==> src/rtl/phi2_stretch_controller.sv <==
// PHI2 generator: nominal HALF-cycle low/high phases, with the high phase stretched per latched address region.
// Optional EXT_WAIT_EN adds an EXT_WAIT input that holds PHI2 high for as long as it is asserted.
module phi2_stretch_controller #(
    parameter int unsigned HALF     = 2,
    parameter int unsigned ROM_WAIT = 1,
    parameter int unsigned IO_WAIT  = 3
) (
    input  logic       CLK,
    input  logic       RST,
    input  logic [5:0] ADDR,
    input  logic       RWB,
`ifdef EXT_WAIT_EN
    input  logic       EXT_WAIT,
`endif
    output logic       PHI2,
    output logic [1:0] REGION,
    output logic       RWB_Q,
    output logic       STRETCHING,
    output logic       CYCLE_END
);

    localparam logic [3:0] HALF_M1 = 4'(HALF - 1);
    localparam logic [3:0] ROM_W   = 4'(ROM_WAIT);
    localparam logic [3:0] IO_W    = 4'(IO_WAIT);

    typedef enum logic [1:0] {
        ST_LOW     = 2'd0,
        ST_HIGH    = 2'd1,
        ST_STRETCH = 2'd2
    } state_t;

    state_t     state_q, state_d;
    logic [3:0] cnt_q, cnt_d;
    logic [3:0] wait_q, wait_d;
    logic [1:0] region_q, region_d;
    logic       rwb_lat_q, rwb_lat_d;
    logic       phi2_q, phi2_d;
    logic       stretching_q, stretching_d;
    logic       cycle_end_q, cycle_end_d;
    logic [1:0] addr_region;
    logic       ext_wait;

`ifdef EXT_WAIT_EN
    assign ext_wait = EXT_WAIT;
`else
    assign ext_wait = 1'b0;
`endif

    // Same memory map as the address decoder: ROM 0xE000-0xFFFF, ACIA 0x8000-0x83FF.
    function automatic logic [1:0] decode_region(input logic [5:0] a);
        if (a[5:3] == 3'b111)
            return 2'd1;
        else if (a == 6'b100000)
            return 2'd2;
        else
            return 2'd0;
    endfunction

    function automatic logic [3:0] region_wait(input logic [1:0] r);
        case (r)
            2'd1:    return ROM_W;
            2'd2:    return IO_W;
            default: return 4'd0;
        endcase
    endfunction

    assign addr_region = decode_region(ADDR);

    always_comb begin
        state_d      = state_q;
        cnt_d        = cnt_q;
        wait_d       = wait_q;
        region_d     = region_q;
        rwb_lat_d    = rwb_lat_q;
        phi2_d       = phi2_q;
        stretching_d = 1'b0;
        cycle_end_d  = 1'b0;
        case (state_q)
            ST_LOW: begin
                if (cnt_q == 4'd0) begin
                    region_d  = addr_region;
                    rwb_lat_d = RWB;
                    wait_d    = region_wait(addr_region);
                    state_d   = ST_HIGH;
                    cnt_d     = HALF_M1;
                    phi2_d    = 1'b1;
                end else begin
                    cnt_d  = cnt_q - 4'd1;
                    phi2_d = 1'b0;
                end
            end
            ST_HIGH: begin
                phi2_d = 1'b1;
                if (cnt_q != 4'd0) begin
                    cnt_d = cnt_q - 4'd1;
                end else if (wait_q != 4'd0 || ext_wait) begin
                    state_d      = ST_STRETCH;
                    cnt_d        = (wait_q != 4'd0) ? wait_q - 4'd1 : 4'd0;
                    stretching_d = 1'b1;
                end else begin
                    state_d     = ST_LOW;
                    cnt_d       = HALF_M1;
                    phi2_d      = 1'b0;
                    cycle_end_d = 1'b1;
                end
            end
            ST_STRETCH: begin
                phi2_d       = 1'b1;
                stretching_d = 1'b1;
                // Counter saturates at zero while an external hold keeps the stretch going.
                if (cnt_q != 4'd0) begin
                    cnt_d = cnt_q - 4'd1;
                end else if (!ext_wait) begin
                    state_d      = ST_LOW;
                    cnt_d        = HALF_M1;
                    phi2_d       = 1'b0;
                    stretching_d = 1'b0;
                    cycle_end_d  = 1'b1;
                end
            end
            default: begin
                state_d = ST_LOW;
                cnt_d   = HALF_M1;
                phi2_d  = 1'b0;
            end
        endcase
    end

    always_ff @(posedge CLK) begin
        if (RST) begin
            state_q      <= ST_LOW;
            cnt_q        <= HALF_M1;
            wait_q       <= 4'd0;
            region_q     <= 2'd0;
            rwb_lat_q    <= 1'b1;
            phi2_q       <= 1'b0;
            stretching_q <= 1'b0;
            cycle_end_q  <= 1'b0;
        end else begin
            state_q      <= state_d;
            cnt_q        <= cnt_d;
            wait_q       <= wait_d;
            region_q     <= region_d;
            rwb_lat_q    <= rwb_lat_d;
            phi2_q       <= phi2_d;
            stretching_q <= stretching_d;
            cycle_end_q  <= cycle_end_d;
        end
    end

    assign PHI2       = phi2_q;
    assign REGION     = region_q;
    assign RWB_Q      = rwb_lat_q;
    assign STRETCHING = stretching_q;
    assign CYCLE_END  = cycle_end_q;

endmodule
==> config.mk <==
export PLATFORM = sky130hd
export DESIGN_NAME = phi2_stretch_controller
export DESIGN_NICKNAME = d
export VERILOG_FILES = /design/src/rtl/phi2_stretch_controller.sv
export SDC_FILE = /design/constraint.sdc
export NUM_CORES = 1
export LEC_CHECK = 0
export BUFFER_PORTS_ARGS = -buffer_cell sky130_fd_sc_hd__buf_2
export CORE_MARGIN = 2
export CORE_UTILIZATION = 32
export DETAILED_ROUTE_END_ITERATION = 16
export SLEW_MARGIN = 40
export SYNTH_ARGS = -nofsm -noshare
export SYNTH_HDL_FRONTEND = slang
export SYNTH_SLANG_ARGS = --single-unit
==> constraint.sdc <==
create_clock -name CLK -period 2 [get_ports CLK]
set_input_delay 0.1 -clock CLK [delete_from_list [all_inputs] [get_ports CLK]]
set_output_delay 0.1 -clock CLK [all_outputs]
set_load 0.01 [all_outputs]
==> impl_metrics.json <==
{
  "grt_usage_pct": 11.9,
  "min_path_type": "input port to flip-flop",
  "status": "finished, final reports clean",
  "antenna_found_initial": 0,
  "yosysSeqAreaShare_pct": 39.2,
  "ys_types": 29,
  "cts_hold_buf": 0,
  "ys_warn_count": 0,
  "synth_seq_cells": 13,
  "ant_nets": 0,
  "drc": 0,
  "critPathMaxStageDelay_ns": 0.34,
  "via_per_inst": 4.93,
  "hpwlAfterDp_mm": 1.03,
  "grt_start_max_net_pins": 13,
  "setup_tns_ns": 0,
  "design.core.area_sq_um": 1960,
  "wl_mm": 1.33,
  "clk_pin_slew_ns": 0.08,
  "synthCells": 72,
  "timing.final.ws_setup_ns": 0.482,
  "dieArea_sq_um": 2460,
  "crit_type": "flip-flop to flip-flop",
  "hold_viol_final": 0,
  "numCtsBuffers": 3,
  "drt-pass1-iter-count": 4,
  "area_growth_syn_to_layout_pct": 17.9,
  "preCtsSetupSlack_ns": 0.498,
  "crit_slowest_cell": "dfxtp_1",
  "fp.dieW_um": 49.6,
  "wl_per_cell_um": 11.6,
  "port_buffers": 14,
  "p_per_area_nw_per_um2": 1310,
  "drv_slew": 0,
  "cts.repair.resized": 0,
  "arrival_ns": 1.69,
  "slew_headroom_pct": 73.2,
  "grt_pass1_wl_mm": 2.24,
  "cts_sinks": 13,
  "ios": 15,
  "grt.overflow.total": 0,
  "die_height_um": 49.6,
  "endpoint_kind": "flip-flop",
  "crit_chain": "inv_1, ha_1, nand4bb_1, and2_1, a211o_1",
  "grt_pass1_vias": 524,
  "clk_latency_ns": 0.28,
  "dr_wl_met2_um": 646,
  "post-route-cell-area_sq_um": 783,
  "fin_skew_ns": 0.000706,
  "diodes": 0,
  "syn_avg_cell_area_sq_um": 9.23,
  "initial_core_util_pct": 33.9,
  "startpoint_type": "flip-flop",
  "vdd_drop_max_mv": 0.628,
  "post-route-period-util_pct": 75.9,
  "drv_cap": 0,
  "cts-root-buf": "clkbuf_4",
  "globalplace.congestion": 0.823,
  "cp_max_fo": 5,
  "clock_path_buffers": 2,
  "syn_nets": 87,
  "rsz0062_at_grt": "false",
  "setup_violations": 0,
  "cts_setup_buffers": 0,
  "rows": 16,
  "p_leak_nw": 0.312,
  "route.layer.met1.wl_um": 612,
  "wl_met3_um": 32,
  "layout.nets": 104,
  "drive_gt1_share_pct": 22.7,
  "vias": 567,
  "topRoutingLayerUsed": "met4",
  "tightest_slew_ns": 0.398,
  "period_needed_ns": 1.52,
  "syn_area_sq_um": 664,
  "placed_area_sq_um": 757,
  "timing.fmax_mhz": 659,
  "detail_route.iter0.violations": 16,
  "h-tree-depth": 1,
  "cts_tree": "done",
  "crit_required_ns": 2.17
}
==> synth_stat cells (all sizes together) <==
master   instances  area [sq um]
dfxtp           13           260
a21oi            6          30.0
ha               6          75.1
inv              6          22.5
nand2            4          15.0
nor3             4          20.0
nor4             4          25.0
nand4            3          18.8
nor2             3          11.3
or3              3          18.8
xnor2            2          17.5
a211o            1          8.76
a21boi           1          7.51
a22oi            1          7.51
a32oi            1          8.76
and2             1          6.26
and4bb           1          16.3
buf              1          7.51
clkbuf           1          3.75
nand2b           1          6.26
nand3b           1          7.51
nand4bb          1          11.3
nor3b            1          12.5
o21a             1          7.51
o21ai            1          5.00
o31ai            1          7.51
o32ai            1          8.76
or2              1          6.26
or3b             1          11.3
==> critical path: cells and delay by family, from the launching register on <==
family	cells	cell delay [ns]
AO/OA/AOI/OAI	1	0.26
adder cells (fa/ha/maj)	1	0.26
buffers and inverters	1	0.11
flip-flops	1	0.34
AND/OR/NAND/NOR	2	0.45
==> area by class of cell <==
class / count / area, sq um
clock buffers: 4 / 26.3
fillers: 223 / 1180
inverters: 6 / 22.5
multi-input cells: 51 / 370
flip-flops and latches: 13 / 260
well taps: 27 / 33.8
repair buffers: 14 / 70.1
==> layer usage <==
metal	GRT usage (%)	vias to the layer above
li1	-	291
met4	6.94	0
met3	2.73	5
met1	14.3	260
met2	19.3	11
met5	0	-
==> cells by family (layout without fill, tap and decap cells) <==
family	count (synthesis)	after routing	share of synthesized area, %
adders and majority gates	6	6	11.3
DFF	13	13	39.2
buffers and inverters	8	24	5.08
xor gates and xnor gates	2	2	2.64
AOI/OAI and AO/OA	14	14	13.7
and+or+nand+nor	29	29	28.1
==> where the power goes <==
| group | internal, mW | switching, mW |
|---|---|---|
| sequential | 0.331 | 0.0548 |
| clock | 0.0773 | 0.0885 |
| combinational | 0.229 | 0.246 |
==> registers in the layout, summed over array words and instances (netlist names) <==
| signal | flops |
|---|---|
| CYCLE_END | 1 |
| PHI2 | 1 |
| REGION | 2 |
| RWB_Q | 1 |
| STRETCHING | 1 |
| cnt_q | 4 |
| state_q | 2 |
| wait_q | 1 |
==> per-stage QoR <==
step | power (mW) | std cells | util, % | hold WS [ns]
6_report | 1.03 | 115 | 39.9 | 0.0253
5_1_grt | 1.12 | 115 | 39.9 | 0.0283
4_1_cts | 1.04 | 115 | 39.9 | 0.0256
3_5_place_dp | 0.868 | 111 | 38.6 | 0.315
3_3_place_gp | 0.869 | 111 | 38.6 | 0.309
2_1_floorplan | 0.756 | 72 | - | 0.218
==> worst paths after layout <==
| check | endpoint | start | cells past startpoint | slack (ns) |
|---|---|---|---|---|
| min | RWB_Q | RWB | 2 | 0.03 |
| max reg2reg | RWB_Q | state_q[0] | 5 | 0.48 |
| max | RWB_Q | state_q[0] | 5 | 0.48 |
| min reg2reg | REGION[0] | REGION[0] | 2 | 0.47 |
==> cells in the final DEF (no fill, tap or decap), types with 2 or more instances in the layout <==
| master | netlist | layout |
|---|---|---|
| a21oi_1 | 6 | 6 |
| xnor2_1 | 2 | 2 |
| or3_1 | 3 | 3 |
| nor4_1 | 4 | 4 |
| nor3_1 | 4 | 4 |
| dfxtp_1 | 13 | 13 |
| nand4_1 | 3 | 3 |
| inv_1 | 6 | 6 |
| clkbuf_4 | 0 | 3 |
| nor2_1 | 3 | 3 |
| ha_1 | 6 | 6 |
| nand2_1 | 4 | 4 |
| buf_2 | 0 | 14 |
(Power assumes the default switching activity.)
